===== src/rtl/vram_arb_pkg.sv =====
// vram_arb_pkg: shared definitions for the VRAM arbiter.
//   arb_state_t      FSM state encoding
//   WAIT_STATES_MAX  largest number of CPU wait states supported by the
//                    3-bit wait counter
//   strobes_t        grouped active-low SRAM strobes
//   STROBES_IDLE     all strobes deasserted (bus released)
package vram_arb_pkg;

  typedef enum logic [2:0] {
    ST_CPU      = 3'd0,
    ST_CPU_WAIT = 3'd1,
    ST_SWITCH   = 3'd2,
    ST_DMA      = 3'd3,
    ST_RELEASE  = 3'd4
  } arb_state_t;

  localparam int unsigned WAIT_STATES_MAX = 7;

  typedef struct packed {
    logic ce_n;
    logic oe_n;
    logic we_n;
  } strobes_t;

  localparam strobes_t STROBES_IDLE = 3'b111;

endpackage


===== src/rtl/vram_arbiter.sv =====
// vram_arbiter: shares one asynchronous SRAM between a CPU and a VPU DMA
// read port. The CPU owns the bus by default. The VPU requests it with
// dma_hold, is granted with hlda, and reads with the dma_cs strobe.
//
// Ports:
//   clk, rst                    clock and asynchronous active-high reset
//   cpu_addr/do/rw/vma          CPU access request (rw=1 means read)
//   cpu_di, cpu_halt            CPU read data and stall
//   dma_hold/addr/cs            VPU bus request, address, read strobe
//   dma_data                    VPU read data
//   hlda, dma_err               bus grant, sticky strobe-without-grant flag
//   mem_*                       SRAM port, strobes active-low
//
// Build option: define VRAM_ARB_WAIT_EN to enable CPU wait states
// (WAIT_STATES, clamped to 7). Without it every CPU access takes one cycle
// and WAIT_STATES has no effect.
//
// state     | meaning
// CPU       | CPU owns the bus, strobes follow the CPU directly
// CPU_WAIT  | CPU access stretched, address/strobes held from access start
// SWITCH    | bus idle for one cycle before handing over to DMA
// DMA       | VPU owns the bus, hlda high
// RELEASE   | bus idle for one cycle before handing back to CPU
module vram_arbiter
  import vram_arb_pkg::*;
#(
  parameter int unsigned WAIT_STATES = 1
) (
  input  logic        clk,
  input  logic        rst,
  input  logic [15:0] cpu_addr,
  input  logic [7:0]  cpu_do,
  input  logic        cpu_rw,
  input  logic        cpu_vma,
  output logic [7:0]  cpu_di,
  output logic        cpu_halt,
  input  logic        dma_hold,
  input  logic [15:0] dma_addr,
  input  logic        dma_cs,
  output logic [7:0]  dma_data,
  output logic        hlda,
  output logic        dma_err,
  output logic [15:0] mem_addr,
  output logic [7:0]  mem_dout,
  input  logic [7:0]  mem_din,
  output logic        mem_ce_n,
  output logic        mem_oe_n,
  output logic        mem_we_n
);

  arb_state_t state;
  logic       dma_err_q;
  logic [7:0] rd_capture;
  logic       cpu_read;
  logic       cpu_write;
  logic       access_stall;
  strobes_t   strobes;

`ifdef VRAM_ARB_WAIT_EN
  localparam logic [2:0] WS = (WAIT_STATES > WAIT_STATES_MAX) ?
                              3'(WAIT_STATES_MAX) : 3'(WAIT_STATES);
  localparam bit WAIT_ACTIVE = (WS != 3'd0);

  logic [2:0]  wait_cnt;
  logic [15:0] held_addr;
  logic [7:0]  held_do;
  logic        held_rw;
`else
  // Parameter is accepted for interface compatibility but never stalls.
  localparam bit WAIT_ACTIVE = 1'b0 && (WAIT_STATES != 0);
`endif

  assign cpu_read     = cpu_vma & cpu_rw;
  assign cpu_write    = cpu_vma & ~cpu_rw;
  assign access_stall = cpu_vma & WAIT_ACTIVE;

  always_ff @(posedge clk or posedge rst) begin
    if (rst) begin
      state      <= ST_CPU;
      dma_err_q  <= 1'b0;
      rd_capture <= 8'h00;
`ifdef VRAM_ARB_WAIT_EN
      wait_cnt   <= 3'd0;
      held_addr  <= 16'h0000;
      held_do    <= 8'h00;
      held_rw    <= 1'b1;
`endif
    end else begin
      if (dma_cs && (state != ST_DMA))
        dma_err_q <= 1'b1;

      case (state)
        ST_CPU: begin
`ifdef VRAM_ARB_WAIT_EN
          if (access_stall) begin
            state     <= ST_CPU_WAIT;
            wait_cnt  <= WS - 3'd1;
            held_addr <= cpu_addr;
            held_do   <= cpu_do;
            held_rw   <= cpu_rw;
          end else
`endif
          begin
            if (cpu_read)
              rd_capture <= mem_din;
            // A CPU access in the same cycle keeps the bus; hold is re-examined next cycle.
            if (dma_hold && !cpu_vma)
              state <= ST_SWITCH;
          end
        end
`ifdef VRAM_ARB_WAIT_EN
        ST_CPU_WAIT: begin
          if (wait_cnt == 3'd0) begin
            if (held_rw)
              rd_capture <= mem_din;
            state <= ST_CPU;
          end else begin
            wait_cnt <= wait_cnt - 3'd1;
          end
        end
`endif
        ST_SWITCH: state <= ST_DMA;
        ST_DMA:    if (!dma_hold) state <= ST_RELEASE;
        default:   state <= ST_CPU;
      endcase
    end
  end

  always_comb begin
    mem_addr = cpu_addr;
    mem_dout = cpu_do;
    strobes  = STROBES_IDLE;
    cpu_halt = 1'b1;
    hlda     = 1'b0;
    cpu_di   = rd_capture;
    dma_data = 8'hFF;
    case (state)
      ST_CPU: begin
        strobes  = {~cpu_vma, ~cpu_read, ~cpu_write};
        cpu_halt = access_stall;
        cpu_di   = mem_din;
      end
`ifdef VRAM_ARB_WAIT_EN
      ST_CPU_WAIT: begin
        mem_addr = held_addr;
        mem_dout = held_do;
        strobes  = {1'b0, ~held_rw, held_rw};
        cpu_halt = (wait_cnt != 3'd0);
        cpu_di   = mem_din;
      end
`endif
      ST_DMA: begin
        hlda     = 1'b1;
        mem_addr = dma_addr;
        strobes  = {~dma_cs, ~dma_cs, 1'b1};
        dma_data = mem_din;
      end
      default: ;
    endcase
    // Reset releases the bus immediately, aborting any write in flight.
    if (rst) begin
      strobes  = STROBES_IDLE;
      cpu_halt = 1'b0;
      hlda     = 1'b0;
    end
  end

  assign mem_ce_n = strobes.ce_n;
  assign mem_oe_n = strobes.oe_n;
  assign mem_we_n = strobes.we_n;
  assign dma_err  = dma_err_q;

endmodule


===== config.mk =====
export PLATFORM = sky130hd
export DESIGN_NAME = vram_arbiter
export DESIGN_NICKNAME = d
export VERILOG_FILES = /design/src/rtl/vram_arb_pkg.sv /design/src/rtl/vram_arbiter.sv
export SDC_FILE = /design/constraint.sdc
export NUM_CORES = 1
export LEC_CHECK = 0
export CAP_MARGIN = 20
export CORE_MARGIN = 2
export CORE_UTILIZATION = 29
export DETAILED_ROUTE_END_ITERATION = 12
export GPL_TIMING_DRIVEN = 0
export PLACE_DENSITY = 0.83
export REMOVE_ABC_BUFFERS = 1
export SLEW_MARGIN = 20
export SYNTH_ARGS = -nofsm -noshare
export SYNTH_HDL_FRONTEND = slang
export SYNTH_SLANG_ARGS = --single-unit

===== constraint.sdc =====
create_clock -name clk -period 1.5 [get_ports clk]
set_input_delay 0.3 -clock clk [delete_from_list [all_inputs] [get_ports clk]]
set_output_delay 0.3 -clock clk [all_outputs]
set_load 0.01 [all_outputs]

==> results of run 1 <==
## flip-flops by register name, summed over array words and instances, names as in the netlist
name,flops
rd_capture,8
state,3
dma_err,1
## Yosys cell counts
| cell type | count |
|---|---|
| a21o_1 | 1 |
| a21oi_1 | 1 |
| and2_1 | 1 |
| and3_1 | 1 |
| buf_2 | 2 |
| buf_4 | 8 |
| buf_6 | 2 |
| buf_8 | 1 |
| dfrtp_1 | 12 |
| inv_1 | 2 |
| mux2_2 | 16 |
| mux2_4 | 16 |
| nand2_1 | 1 |
| nand3b_1 | 1 |
| nor2_1 | 6 |
| nor2b_1 | 1 |
| nor3_2 | 1 |
| nor3b_1 | 1 |
| o21ai_0 | 3 |
| or2_2 | 8 |
| or2b_1 | 1 |
## worst paths after layout
path | start | endpoint | slack [ns] | cells past startpoint
max | state[2]$_DFFE_PP0P_ | cpu_di[4] | -0.48 | 6
min | rst | state[0]$_DFFE_PP0P_ | 0.36 | 2
max reg2reg | state[2]$_DFFE_PP0P_ | rd_capture[2]$_DFFE_PP0P_ | -0.04 | 5
min reg2reg | dma_err$_DFFE_PP0P_ | dma_err$_DFFE_PP0P_ | 0.46 | 1
max in group asynchronous | rst | rd_capture[2]$_DFFE_PP0P_ | 0.83 | 3
min in group clk | dma_err$_DFFE_PP0P_ | dma_err$_DFFE_PP0P_ | 0.46 | 1
## what timing repair did
action | 4_1_cts | 5_1_grt
pin swaps | 3 | 1
endpoints found under the setup margin | 45 | 46
gates resized for setup | 218 | 13
setup buffers | 12 | 9
gates cloned | 4 | 0
## power by group
group | internal [mW] | total [mW] | leakage (nW) | switching [mW]
combinational | 1.77 | 2.71 | 0.848 | 0.935
sequential | 0.472 | 0.592 | 0.140 | 0.119
clock | 0.147 | 0.246 | 0.0210 | 0.0984
total | 2.39 | 3.54 | 1.01 | 1.15
## layer usage
metal  wire (microns)  up-vias
met5                0        -
met4               40        0
met3              336        4
met2             1867       63
met1             1287      478
li1                 -      479
## logic make-up (layout without fill, tap and decap cells)
group,after synthesis,after routing,synth area share [%]
DFF,12,12,30.30
AOI/OAI and AO/OA,5,5,2.777
and+or+nand+nor,22,22,12.88
buffers and inverters,15,111,11.62
muxes,32,32,42.42
## cell type report
type                       count  area [sq um]
clock buffer                   4         36.28
fill                         265          1140
inverter                       2         11.26
multi-input combinational     59         660.6
sequential                    12         302.8
tap                           46         57.56
timing repair buffer         105          1102
## critical path: stages, from the launching register on
cell     delay, ns
dfrtp_1       0.40
buf_6         0.13
nor3_4        0.19
buf_6         0.16
buf_6         0.10
mux2_4        0.30
buf_6         0.12
## stage by stage
stage	hold WS (ns)	TNS (ns)	power [mW]
finish	0.3627	-13.68	3.544
global route	0.3554	-15.73	3.728
CTS	0.4110	-13.61	3.494
detailed placement	0.4505	-33.69	2.494
global placement	0.4447	-45.55	2.462
floorplan	0.1761	-15.88	1.568
==> metrics.cfg, run 1 <==
[cts]
clk_path_buf_depth = 2
cts_sinks = 12
cts_tree = yes
h-tree-depth = 1
clk_pin_slew_worst_paths_ns = 0.07
cts_root_buf = clkbuf_4
cts_buffers = 3
insertion_delay_ns = 0.26
hold_buffers = 0

[sta]
timing.fmax_mhz = 504.9
fin_crit_sh_pct = 132.0
fin_skew_ns = 0.001951
fin_ws_ns = -0.4805
fin_crit_ns = 1.980
relSlewSlack_pct = 84.79
setup_viol = 45
hold_viol = 0
rsz0062_at_grt = yes
tightest_slew_ns = 0.2274
final_max_slew_viol_count = 0

[power_and_ir_drop]
ir_drop_mv = 1.021
p_leak_nw = 1.009
powerDensity_nw_per_um2 = 1633

[synth]
synthCells = 86
netlist_area_sq_um = 991.0
syn_area_per_cell_sq_um = 11.52
seq_area_frac_synth_pct = 30.30
yosys.area.top_type_share_pct = 30.30
ys_types = 21
yosysTopAreaCell = dfrtp_1
synth_area_leaders = dfrtp_1, mux2_4, mux2_2, buf_4, or2_2
yosysWarningCount = 0
ys_ff_latch = 12

[final_layout]
fin_area_sq_um = 2171
final_common_cell = clkdlybuf4s50_1
diodes = 0
drive_gt1_share_pct = 59.89
mostFrequentLayoutCells = clkdlybuf4s50_1, buf_6, mux2_4
syn_to_final_growth_pct = 119.1
fin_cells = 228
final_util_pct = 65.57
nets = 237

[detailed_routing]
drt-total-wl_microns = 3532
ant_nets = 0
first_pass_iters = 4
dr.first_iter.drc_count = 13
viasPerCell = 4.491
vias = 1024
wl_per_cell_microns = 15.49
drc = 0

[run_status]
status = finished with violations
violations = negative setup slack

[global_routing]
busiest_layer = met2
grt_pass1_vias = 1077
grtUsageMet1_pct = 19.93
grt_antenna_before_repair = 0
grt_use_met2_pct = 29.03
grt_use_total_pct = 17.10
grt_overflow_total = 0
grt_max_degree = 15
gr-usage-met3_pct = 7.748
grt_pass1_wl_microns = 5223

[place]
dpl.hpwl_microns = 2355
routabilityCongestion = 0.7472
dp_slack_ns = -1.289
placed_area_sq_um = 1783
port_buffers = 83
dpl.cell_count = 203

[setup_path]
cp.arrival_ns = 1.68
critPathMaxFanout = 5
criticalPathCategory = reg -> out
crit_path_end_kind = output pin
worstSetupStartpointType = register
cp_data_required_time_ns = 1.20

[floorplanning]
die_y_microns = 62.46
die_area_sq_um = 3901
die_w_microns = 62.46
row_count = 21
core_area_sq_um = 3311
io_pins = 100
start_util_pct = 29.93

[job]
max_cap_viol_count = 0

[worst_hold_path]
hp-class = in -> async

Note: power is estimated with default switching activity, not from simulation.
==> inputs of run 2 (changes only) <==
--- a/config.mk
+++ b/config.mk
@@ -5,7 +5,6 @@
 export SDC_FILE = /design/constraint.sdc
 export NUM_CORES = 1
 export LEC_CHECK = 0
-export CAP_MARGIN = 20
 export CORE_MARGIN = 2
 export CORE_UTILIZATION = 29
 export DETAILED_ROUTE_END_ITERATION = 12
==> constraint.sdc (replaced) <==
create_clock -name clk -period 2.25 [get_ports clk]
set_input_delay 0.45 -clock clk [delete_from_list [all_inputs] [get_ports clk]]
set_output_delay 0.45 -clock clk [all_outputs]
set_load 0.01 [all_outputs]
==> metrics.cfg, run 2 (same netlist as run 1, synthesis figures left out) <==
[setup_path]
criticalPathCategory = reg -> out  ; unchanged
critPathMaxFanout = 9  ; was 5
cp.arrival_ns = 1.72  ; was 1.68 ns
crit_path_end_kind = output pin  ; unchanged
cp_data_required_time_ns = 1.80  ; was 1.20 ns
worstSetupStartpointType = register  ; unchanged

[final_layout]
drive_gt1_share_pct = 35.88  ; was 59.89%
nets = 225  ; was 237
final_common_cell = clkdlybuf4s50_1  ; unchanged
ff_latch_area_sq_um = 302.8  ; unchanged
multi_input_comb_area_sq_um = 586.8  ; was 660.6 sq um
mostFrequentLayoutCells = clkdlybuf4s50_1, dlygate4sd2_1, mux2_4, mux2_2, dfrtp_1  ; was clkdlybuf4s50_1, buf_6, mux2_4
fin_area_sq_um = 1879  ; was 2171 sq um
diodes = 0  ; unchanged
n_fill_cell = 319  ; was 265
largest_reg_flops = 8  ; unchanged
top_register = rd_capture  ; unchanged
syn_to_final_growth_pct = 89.65  ; was 119.1%

[floorplanning]
core_area_sq_um = 3311  ; unchanged
io_pins = 100  ; unchanged
row_count = 21  ; unchanged
start_util_pct = 29.93  ; unchanged
die_y_microns = 62.46  ; unchanged
die_w_microns = 62.46  ; unchanged
die_area_sq_um = 3901  ; unchanged

[worst_hold_path]
hp-class = reg -> reg  ; was in -> async

[global_routing]
grt_antenna_before_repair = 0  ; unchanged
grt_overflow_total = 0  ; unchanged
grt_max_degree = 13  ; was 15
grt_pass1_wl_microns = 4795  ; was 5223 microns
grt_use_total_pct = 15.53  ; was 17.10%
grt_pass1_vias = 1022  ; was 1077

[cts]
insertion_delay_ns = 0.26  ; about the same
cts_buffers = 3  ; unchanged
h-tree-depth = 1  ; unchanged
hold_buffers = 0  ; unchanged
cts_root_buf = clkbuf_4  ; unchanged
clk_path_buf_depth = 2  ; unchanged
clk_pin_slew_worst_paths_ns = 0.07  ; about the same
cts_tree = yes  ; unchanged
cts_sinks = 12  ; unchanged

[sta]
tightest_slew_ns = 0.1975  ; was 0.2274 ns
final_max_slew_viol_count = 0  ; unchanged
fin_crit_sh_pct = 96.61
relSlewSlack_pct = 86.79  ; was 84.79%
fin_skew_ns = 0.001032  ; was 0.001951 ns
fin_crit_ns = 2.174
rsz0062_at_grt = no  ; was yes
timing.fmax_mhz = 460.0
setup_viol = 0  ; was 45
hold_viol = 0  ; unchanged

[detailed_routing]
dr.first_iter.drc_count = 11  ; was 13
wl_met3_microns = 295  ; was 336 microns
first_pass_iters = 3  ; was 4
vias = 957  ; was 1024
drt-total-wl_microns = 3046  ; was 3532 microns
wl_met1_microns = 1129  ; was 1287 microns
highest_layer = met3  ; was met4
ant_nets = 0  ; unchanged
wl_per_cell_microns = 14.10  ; was 15.49 microns
viasPerCell = 4.431  ; was 4.491
drc = 0  ; unchanged
dr_wl_met2_microns = 1622  ; was 1867 microns

[place]
placed_area_sq_um = 1783  ; unchanged
port_buffers = 83  ; unchanged
dpl.hpwl_microns = 2355  ; unchanged
routabilityCongestion = 0.7472  ; unchanged

[power_and_ir_drop]
powerDensity_nw_per_um2 = 965.9  ; was 1633 nW/um^2
power_mw = 1.815  ; was 3.544 mW
ir_drop_mv = 0.4841  ; was 1.021 mV
p_leak_nw = 0.8246  ; was 1.009 nW

[job]
max_cap_viol_count = 0  ; unchanged

[run_status]
status = finished, final reports clean  ; was finished with violations

==> run 2: changes by cell type in the layout (fill, tap and decap cells not counted), sizes merged <==
cell	previous run	this run
buf	57	10
dlygate4sd2	0	28
clkbuf	4	6
clkdlybuf4s15	2	4
clkdlybuf4s50	45	47
dlymetal6s2s	1	2
==> run 2: per-stage QoR <==
stage               TNS [ns]  utilization, %  setup slack, ns  hold WS (ns)  instances
floorplan                  0               -           0.1176        0.3261         73
global placement      -17.43           53.51          -0.6446        0.4447        202
detailed placement    -5.840           53.85          -0.6892        0.4505        203
CTS                        0           56.69         0.001475        0.4671        216
global route               0           56.76        0.0008129        0.4902        216
finish                     0           56.76          0.07628        0.4598        216
==> run 2: critical path, stage by stage, from the launching register on <==
cell and delay (ns):
dfrtp_1 0.39, buf_4 0.15, nor3_4 0.14, buf_6 0.17, mux2_2 0.33, dlygate4sd2_1 0.28
==> run 2: layout make-up <==
type / count / share of cell area (%)
timing repair buffer: 93 / 47.07
clock buffer: 4 / 1.931
sequential: 12 / 16.11
inverter: 2 / 0.5992
multi-input combinational: 59 / 31.23
tap: 46 / 3.063
==> run 2: where the power goes <==
group / leakage, nW / internal [mW] / switching [mW]
registers: 0.140 / 0.315 / 0.0709
clock network: 0.0210 / 0.0982 / 0.0640
logic: 0.664 / 0.783 / 0.484
total: 0.825 / 1.20 / 0.619
==> run 2: per-layer routing <==
layer	GRT usage (%)	up-vias
met4	2.778	0
met5	0	-
met3	6.486	0
met1	17.10	445
met2	28.09	59
li1	-	453
==> run 2: timing repair <==
item                                    CTS  global route
buffers inserted                          7             0
pin swaps                                 2             0
endpoints found under the setup margin   45            14
gates resized for setup                  46            10
cloned                                    2             0
==> run 2: final timing paths <==
check	depth (start not counted)	end	slack (ns)	startpoint
setup / recovery	5	cpu_di[2]	0.08	state[2]$_DFFE_PP0P_
hold / removal	1	dma_err$_DFFE_PP0P_	0.46	dma_err$_DFFE_PP0P_
setup reg to reg	4	rd_capture[6]$_DFFE_PP0P_	0.81	state[2]$_DFFE_PP0P_
hold reg to reg	1	dma_err$_DFFE_PP0P_	0.46	dma_err$_DFFE_PP0P_
max in group asynchronous	3	state[1]$_DFFE_PP0P_	1.43	rst
min in group asynchronous	3	dma_err$_DFFE_PP0P_	0.66	rst
